--- config.mk ---
export PLATFORM = sky130hd
export DESIGN_NAME = imm_decode_stage_flat
export DESIGN_NICKNAME = d
export VERILOG_FILES = /design/src/rtl/imm_decode_stage_if.sv /design/src/rtl/imm_decode_stage.sv /design/src/flat_wrapper.sv
export SDC_FILE = /design/constraint.sdc
export NUM_CORES = 1
export LEC_CHECK = 0
export ABC_AREA = 1
export ABC_CLOCK_PERIOD_IN_PS = 3200
export CAP_MARGIN = 20
export CORE_MARGIN = 2
export CORE_UTILIZATION = 28
export DETAILED_ROUTE_END_ITERATION = 16
export GPL_TIMING_DRIVEN = 0
export PLACE_DENSITY_LB_ADDON = 0.08
export SETUP_SLACK_MARGIN = 0.2
export SLEW_MARGIN = 20
export SYNTH_ARGS = -nofsm -noshare
export SYNTH_HDL_FRONTEND = slang
export SYNTH_SLANG_ARGS = --single-unit
--- constraint.sdc ---
create_clock -name clk -period 3.2 [get_ports clk]
set_input_delay 0.64 -clock clk [delete_from_list [all_inputs] [get_ports clk]]
set_output_delay 0.64 -clock clk [all_outputs]
set_load 0.01 [all_outputs]
--- src/rtl/imm_decode_stage_if.sv ---
// Handshake bundle for imm_decode_stage: upstream words in, decoded head entry out.
// out_csr is present only when IMM_DECODE_ZICSR_EN is defined.
interface imm_decode_stage_if #(
    parameter int unsigned XLEN = 32
);
    logic            flush;
    logic            in_valid;
    logic            in_ready;
    logic [31:0]     in_insn;
    logic [XLEN-1:0] in_pc;
    logic            out_valid;
    logic            out_ready;
    logic [31:0]     out_insn;
    logic [XLEN-1:0] out_pc;
    logic [XLEN-1:0] out_imm;
    logic [2:0]      out_fmt;
    logic            out_illegal;
`ifdef IMM_DECODE_ZICSR_EN
    logic [11:0]     out_csr;

    modport master (
        output flush, in_valid, in_insn, in_pc, out_ready,
        input  in_ready, out_valid, out_insn, out_pc, out_imm, out_fmt, out_illegal, out_csr
    );
    modport slave (
        input  flush, in_valid, in_insn, in_pc, out_ready,
        output in_ready, out_valid, out_insn, out_pc, out_imm, out_fmt, out_illegal, out_csr
    );
`else
    modport master (
        output flush, in_valid, in_insn, in_pc, out_ready,
        input  in_ready, out_valid, out_insn, out_pc, out_imm, out_fmt, out_illegal
    );
    modport slave (
        input  flush, in_valid, in_insn, in_pc, out_ready,
        output in_ready, out_valid, out_insn, out_pc, out_imm, out_fmt, out_illegal
    );
`endif
endinterface

--- src/rtl/imm_decode_stage.sv ---
// Registered RISC-V immediate decode stage with a 2-entry skid buffer (main M, skid K).
// Optional macro IMM_DECODE_ZICSR_EN: CSR zimm immediates and the out_csr field.
module imm_decode_stage #(
    parameter int unsigned XLEN = 32
) (
    input logic               clk,
    input logic               rst_n,
    imm_decode_stage_if.slave bus
);
    localparam logic [2:0] FmtR   = 3'd0;
    localparam logic [2:0] FmtI   = 3'd1;
    localparam logic [2:0] FmtS   = 3'd2;
    localparam logic [2:0] FmtB   = 3'd3;
    localparam logic [2:0] FmtU   = 3'd4;
    localparam logic [2:0] FmtJ   = 3'd5;
    localparam logic [2:0] FmtIll = 3'd7;

    localparam logic [6:0] OpSystem = 7'b1110011;

    typedef enum logic [1:0] {StEmpty, StOne, StTwo} state_e;

    typedef struct packed {
        logic [31:0]     insn;
        logic [XLEN-1:0] pc;
        logic [XLEN-1:0] imm;
        logic [2:0]      fmt;
        logic            illegal;
`ifdef IMM_DECODE_ZICSR_EN
        logic [11:0]     csr;
`endif
    } entry_t;

    state_e      r_state;
    state_e      w_state_d;
    logic        r_in_ready;
    entry_t      r_m;
    entry_t      r_k;
    entry_t      w_dec;
    logic [6:0]  w_opcode;
    logic [2:0]  w_fmt;
    logic [31:0] w_imm32;
    logic        w_acc;
    logic        w_deq;
    logic        w_load_m_new;
    logic        w_load_m_k;
    logic        w_load_k;

    assign w_opcode = bus.in_insn[6:0];

    always_comb begin
        w_fmt = FmtIll;
        case (w_opcode)
            7'b0110011: w_fmt = FmtR;
            7'b0111011: w_fmt = (XLEN == 64) ? FmtR : FmtIll;
            7'b0000011, 7'b0010011, 7'b1100111, 7'b0001111, 7'b1110011: w_fmt = FmtI;
            7'b0011011: w_fmt = (XLEN == 64) ? FmtI : FmtIll;
            7'b0100011: w_fmt = FmtS;
            7'b1100011: w_fmt = FmtB;
            7'b0110111, 7'b0010111: w_fmt = FmtU;
            7'b1101111: w_fmt = FmtJ;
            default: w_fmt = FmtIll;
        endcase
    end

    always_comb begin
        w_imm32 = '0;
        case (w_fmt)
            FmtI: w_imm32 = {{20{bus.in_insn[31]}}, bus.in_insn[31:20]};
            FmtS: w_imm32 = {{20{bus.in_insn[31]}}, bus.in_insn[31:25], bus.in_insn[11:7]};
            FmtB: w_imm32 = {{19{bus.in_insn[31]}}, bus.in_insn[31], bus.in_insn[7],
                             bus.in_insn[30:25], bus.in_insn[11:8], 1'b0};
            FmtU: w_imm32 = {bus.in_insn[31:12], 12'b0};
            FmtJ: w_imm32 = {{11{bus.in_insn[31]}}, bus.in_insn[31], bus.in_insn[19:12],
                             bus.in_insn[20], bus.in_insn[30:21], 1'b0};
            default: w_imm32 = '0;
        endcase
    end

    always_comb begin
        w_dec.insn    = bus.in_insn;
        w_dec.pc      = bus.in_pc;
        w_dec.fmt     = w_fmt;
        w_dec.illegal = (w_fmt == FmtIll);
        w_dec.imm     = XLEN'($signed(w_imm32));
`ifdef IMM_DECODE_ZICSR_EN
        w_dec.csr = '0;
        if (w_opcode == OpSystem) begin
            w_dec.csr = bus.in_insn[31:20];
            // funct3 101/110/111: immediate-operand CSR ops carry a 5-bit zimm
            if (bus.in_insn[14] && (bus.in_insn[13] || bus.in_insn[12])) begin
                w_dec.imm = XLEN'(bus.in_insn[19:15]);
            end
        end
`endif
    end

    assign w_acc = bus.in_valid & r_in_ready;
    assign w_deq = bus.out_valid & bus.out_ready;

    always_comb begin
        w_state_d    = r_state;
        w_load_m_new = 1'b0;
        w_load_m_k   = 1'b0;
        w_load_k     = 1'b0;
        if (bus.flush) begin
            w_state_d = StEmpty;
        end else begin
            unique case (r_state)
                StEmpty: begin
                    if (w_acc) begin
                        w_load_m_new = 1'b1;
                        w_state_d    = StOne;
                    end
                end
                StOne: begin
                    if (w_acc && w_deq) begin
                        w_load_m_new = 1'b1;
                    end else if (w_acc) begin
                        w_load_k  = 1'b1;
                        w_state_d = StTwo;
                    end else if (w_deq) begin
                        w_state_d = StEmpty;
                    end
                end
                StTwo: begin
                    if (w_deq) begin
                        w_load_m_k = 1'b1;
                        w_state_d  = StOne;
                    end
                end
                default: w_state_d = StEmpty;
            endcase
        end
    end

    always_ff @(posedge clk or negedge rst_n) begin
        if (!rst_n) begin
            r_state    <= StEmpty;
            r_in_ready <= 1'b1;
            r_m        <= '0;
            r_m.fmt    <= FmtIll;
            r_k        <= '0;
            r_k.fmt    <= FmtIll;
        end else begin
            r_state    <= w_state_d;
            r_in_ready <= (w_state_d != StTwo);
            if (w_load_m_new) begin
                r_m <= w_dec;
            end else if (w_load_m_k) begin
                r_m <= r_k;
            end
            if (w_load_k) begin
                r_k <= w_dec;
            end
        end
    end

    assign bus.in_ready    = r_in_ready;
    assign bus.out_valid   = (r_state != StEmpty);
    assign bus.out_insn    = r_m.insn;
    assign bus.out_pc      = r_m.pc;
    assign bus.out_imm     = r_m.imm;
    assign bus.out_fmt     = r_m.fmt;
    assign bus.out_illegal = r_m.illegal;
`ifdef IMM_DECODE_ZICSR_EN
    assign bus.out_csr     = r_m.csr;
`endif
endmodule
--- src/flat_wrapper.sv ---
// flat-port wrapper written by rule: the top's interface ports become plain ports
module imm_decode_stage_flat 
#(
    parameter int unsigned XLEN = 32
)
  (clk, rst_n, bus_flush, bus_in_valid, bus_in_insn, bus_in_pc, bus_out_ready, bus_in_ready, bus_out_valid, bus_out_insn, bus_out_pc, bus_out_imm, bus_out_fmt, bus_out_illegal);
  imm_decode_stage_if #(.XLEN(XLEN)) bus_i ();
  input logic clk;
  input logic rst_n;
  input wire logic [$bits(bus_i.flush)-1:0] bus_flush;
  input wire logic [$bits(bus_i.in_valid)-1:0] bus_in_valid;
  input wire logic [$bits(bus_i.in_insn)-1:0] bus_in_insn;
  input wire logic [$bits(bus_i.in_pc)-1:0] bus_in_pc;
  input wire logic [$bits(bus_i.out_ready)-1:0] bus_out_ready;
  output wire logic [$bits(bus_i.in_ready)-1:0] bus_in_ready;
  output wire logic [$bits(bus_i.out_valid)-1:0] bus_out_valid;
  output wire logic [$bits(bus_i.out_insn)-1:0] bus_out_insn;
  output wire logic [$bits(bus_i.out_pc)-1:0] bus_out_pc;
  output wire logic [$bits(bus_i.out_imm)-1:0] bus_out_imm;
  output wire logic [$bits(bus_i.out_fmt)-1:0] bus_out_fmt;
  output wire logic [$bits(bus_i.out_illegal)-1:0] bus_out_illegal;
  assign bus_i.flush = bus_flush;
  assign bus_i.in_valid = bus_in_valid;
  assign bus_i.in_insn = bus_in_insn;
  assign bus_i.in_pc = bus_in_pc;
  assign bus_i.out_ready = bus_out_ready;
  assign bus_in_ready = bus_i.in_ready;
  assign bus_out_valid = bus_i.out_valid;
  assign bus_out_insn = bus_i.out_insn;
  assign bus_out_pc = bus_i.out_pc;
  assign bus_out_imm = bus_i.out_imm;
  assign bus_out_fmt = bus_i.out_fmt;
  assign bus_out_illegal = bus_i.out_illegal;
  imm_decode_stage #(.XLEN(XLEN)) u_core (.clk(clk), .rst_n(rst_n), .bus(bus_i));
endmodule
==> flow_metrics.tcl <==
set metrics [dict create \
    status "complete, no violations" \
    grt_pass1_wl_um 46020 \
    p_leak_nw 5.960 \
    min-delay-start "u_core.bus.out_fmt[2]" \
    grt_max_degree 86 \
    yosysSeqAreaShare 0.5638 \
    use_met1 0.2605 \
    worst_pin_slew_ps 626.9 \
    use_met3 0.02694 \
    fillerInstances 3320 \
    ctsHtreeMaxLevel 1 \
    synthCells 1102 \
    rsz0062_at_grt "false" \
    fin_crit_sh 0.7326 \
    relSlewSlack 0.5821 \
    cp-start-kind "register" \
    preCtsSetupSlack_ps 431.6 \
    via_per_inst 4.522 \
    min_to "u_core.bus.out_fmt[2]" \
    cp-end-kind "output pin" \
    coreArea_mm2 0.03164 \
    clockBufferDepth 3 \
    vias 7783 \
    ir_drop_mv 0.3273 \
    gp_congestion 0.7973 \
    worstHoldPathCells 2 \
    grt_usage 0.1766 \
    finalNetCount 1370 \
    syn2layout_area_growth_pct 33.62 \
    io_buffers 169 \
    layout_common_cells "nand2_1, dfrtp_1, clkdlybuf4s50_1" \
    avgRoutedWirePerCell_um 16.99 \
    start_util 0.2853 \
    power.density_mw_per_mm2 600.6 \
    drc 0 \
    antennaDiodeCount 0 \
    crit_fanout 3 \
    fin_worst_skew_ps 6.952 \
    drtAntennaViolNets 0 \
    drt-total-wl_um 29230 \
    criticalPathCategory "reg -> out" \
    synth.cell_area_mm2 0.009026 \
    firstDrtPassIters 5 \
    avgSynthCellArea_um2 8.191 \
    max_freq_mhz 426.6 \
    first_iter_violations 528 \
    dieArea_mm2 0.03369 \
    reg2reg_depth 9 \
    antenna_found_initial 0 \
    postLayoutSetupSlackWorst_ps 855.8 \
    synth-edff-count 0 \
    critPathArrivalTime_ps 1700 \
    core.rowCount 65 \
    reg2reg_from "u_core.bus.in_ready" \
    required_ps 2560 \
    yosysWarningCount 0 \
    gr-total-overflow 0 \
    r2r-end "u_core.bus.out_imm[8]" \
    r2r_slack_ps 1140 \
    clk_pin_slew_ps 60 \
    clock-sinks 203 \
    setup_viol 0 \
    async_flop_share 1.000 \
    finalCriticalPeriod_ps 2344 \
    ctsRootBufferMaster "clkbuf_16" \
    synth_nets 1171 \
    maxCapViolations 0 \
    final_common_cell "nand2_1" \
    ys_ff_latch 203 \
    grt_pass1_vias 7860 \
    cts_buffers 25 \
    hpwl_um 20550 \
    clk_latency_ps 520 \
    grtUsageMet2 0.2773 \
    final_layout_size_suffix_gt1_frac 0.08491 \
    final_max_slew_viol_count 0 \
    hold_viol 0 \
    min-delay-path-class "reg -> reg" \
    yosysUniqueCellTypes 27 \
    busiest_layer "met2" \
    ios 171 \
    cts_tree "done" \
    fp.dieW_um 183.5 \
    synth_ff_type "dfrtp_1" \
    startpoint "u_core.r_state[0]" \
    chipHeight_um 183.5 \
    setup_tns_ps 0 \
]
## report_power, final
part	switching [mW]	internal (mW)	leakage, nW
Clock	1.11	1.57	0.387
Sequential	0.239	3.02	2.61
Combinational	0.646	0.656	2.96
Total	1.99	5.25	5.96
## critical path: stages (launching register included)
cell	delay (ps)
dfrtp_1	410
or2_2	300
clkdlybuf4s50_1	480
## flip-flops by register name, summed over array words and instances (netlist names)
| register | count |
|---|---|
| u_core.bus.out_pc | 32 |
| u_core.r_state | 2 |
| u_core.bus.out_insn | 32 |
| u_core.bus.out_illegal | 1 |
| u_core.bus.out_fmt | 3 |
| u_core.bus.out_imm | 32 |
| u_core.bus.in_ready | 1 |
| u_core.r_k | 100 |
## metrics by stage
stage | power [mW] | cells | area [µm²] | utilization | hold slack, ps
floorplan | 3.868 | 1102 | 9026 | - | 344.4
global placement | 4.608 | 1673 | 11220 | 0.3547 | 456.8
detailed placement | 4.628 | 1675 | 11280 | 0.3566 | 465.2
CTS | 7.356 | 1721 | 12060 | 0.3812 | 475.6
global route | 7.651 | 1721 | 12060 | 0.3812 | 489.4
finish | 7.244 | 1721 | 12060 | 0.3812 | 477.4
## repair_timing
item,4_1_cts,5_1_grt
hold buffers,1,0
hold endpoints to repair,28,0
buffers inserted,0,0
resized for setup,0,0
## layer usage
layer  routed length, µm  part of all wire
met1               14260              0.49
met2               13090              0.45
met3                1577             0.054
met4                 310             0.011
met5                   0                 0
## cells by family (layout without fill, tap and decap cells)
| group | after synthesis | count (layout) | synth area share |
|---|---|---|---|
| buffers and inverters | 181 | 398 | 0.08442 |
| AOI/OAI and AO/OA | 161 | 161 | 0.1073 |
| and+or+nand+nor | 557 | 557 | 0.2445 |
| DFF | 203 | 203 | 0.5638 |
## cell usage after synthesis, types with 2 or more instances
cell type	instances	share of area
dfstp_2	7	0.020
a31oi_1	3	0.0021
buf_6	4	0.0050
inv_2	6	0.0025
nor2_2	6	0.0042
nor2_1	34	0.014
nand3_1	51	0.028
nand2_2	6	0.0042
inv_1	116	0.048
buf_2	37	0.021
clkbuf_1	15	0.0062
o221ai_1	2	0.0019
o211ai_1	58	0.048
dfrtp_1	196	0.54
nand2_1	456	0.19
o21bai_1	2	0.0017
o21ai_0	25	0.014
a21oi_1	5	0.0028
o21ai_1	65	0.036
## how the worst max path moves through the flow
stage / endpoint / slack, ps
2_1_floorplan: u_core.r_k[60] / 1520
3_3_place_gp: u_core.bus.out_imm[26] / -8030
3_5_place_dp: u_core.bus.out_pc[28] / 430
4_1_cts: bus_out_valid / 830
5_1_grt: u_core.bus.out_pc[24] / 780
6_report: bus_out_valid / 860
## cell type report
type	instances	area, µm²	share of cell area
flip-flops and latches	203	5089	0.4219
inverters	123	464.2	0.03849
multi-input cells	718	3176	0.2633
plain buffers	58	297.8	0.02469
clock inverters	7	35.03	0.002905
clock buffers	38	734.5	0.06090
well taps	402	503.0	0.04171
repair buffers	172	1762	0.1461
Power figures use the tool's default switching activity.
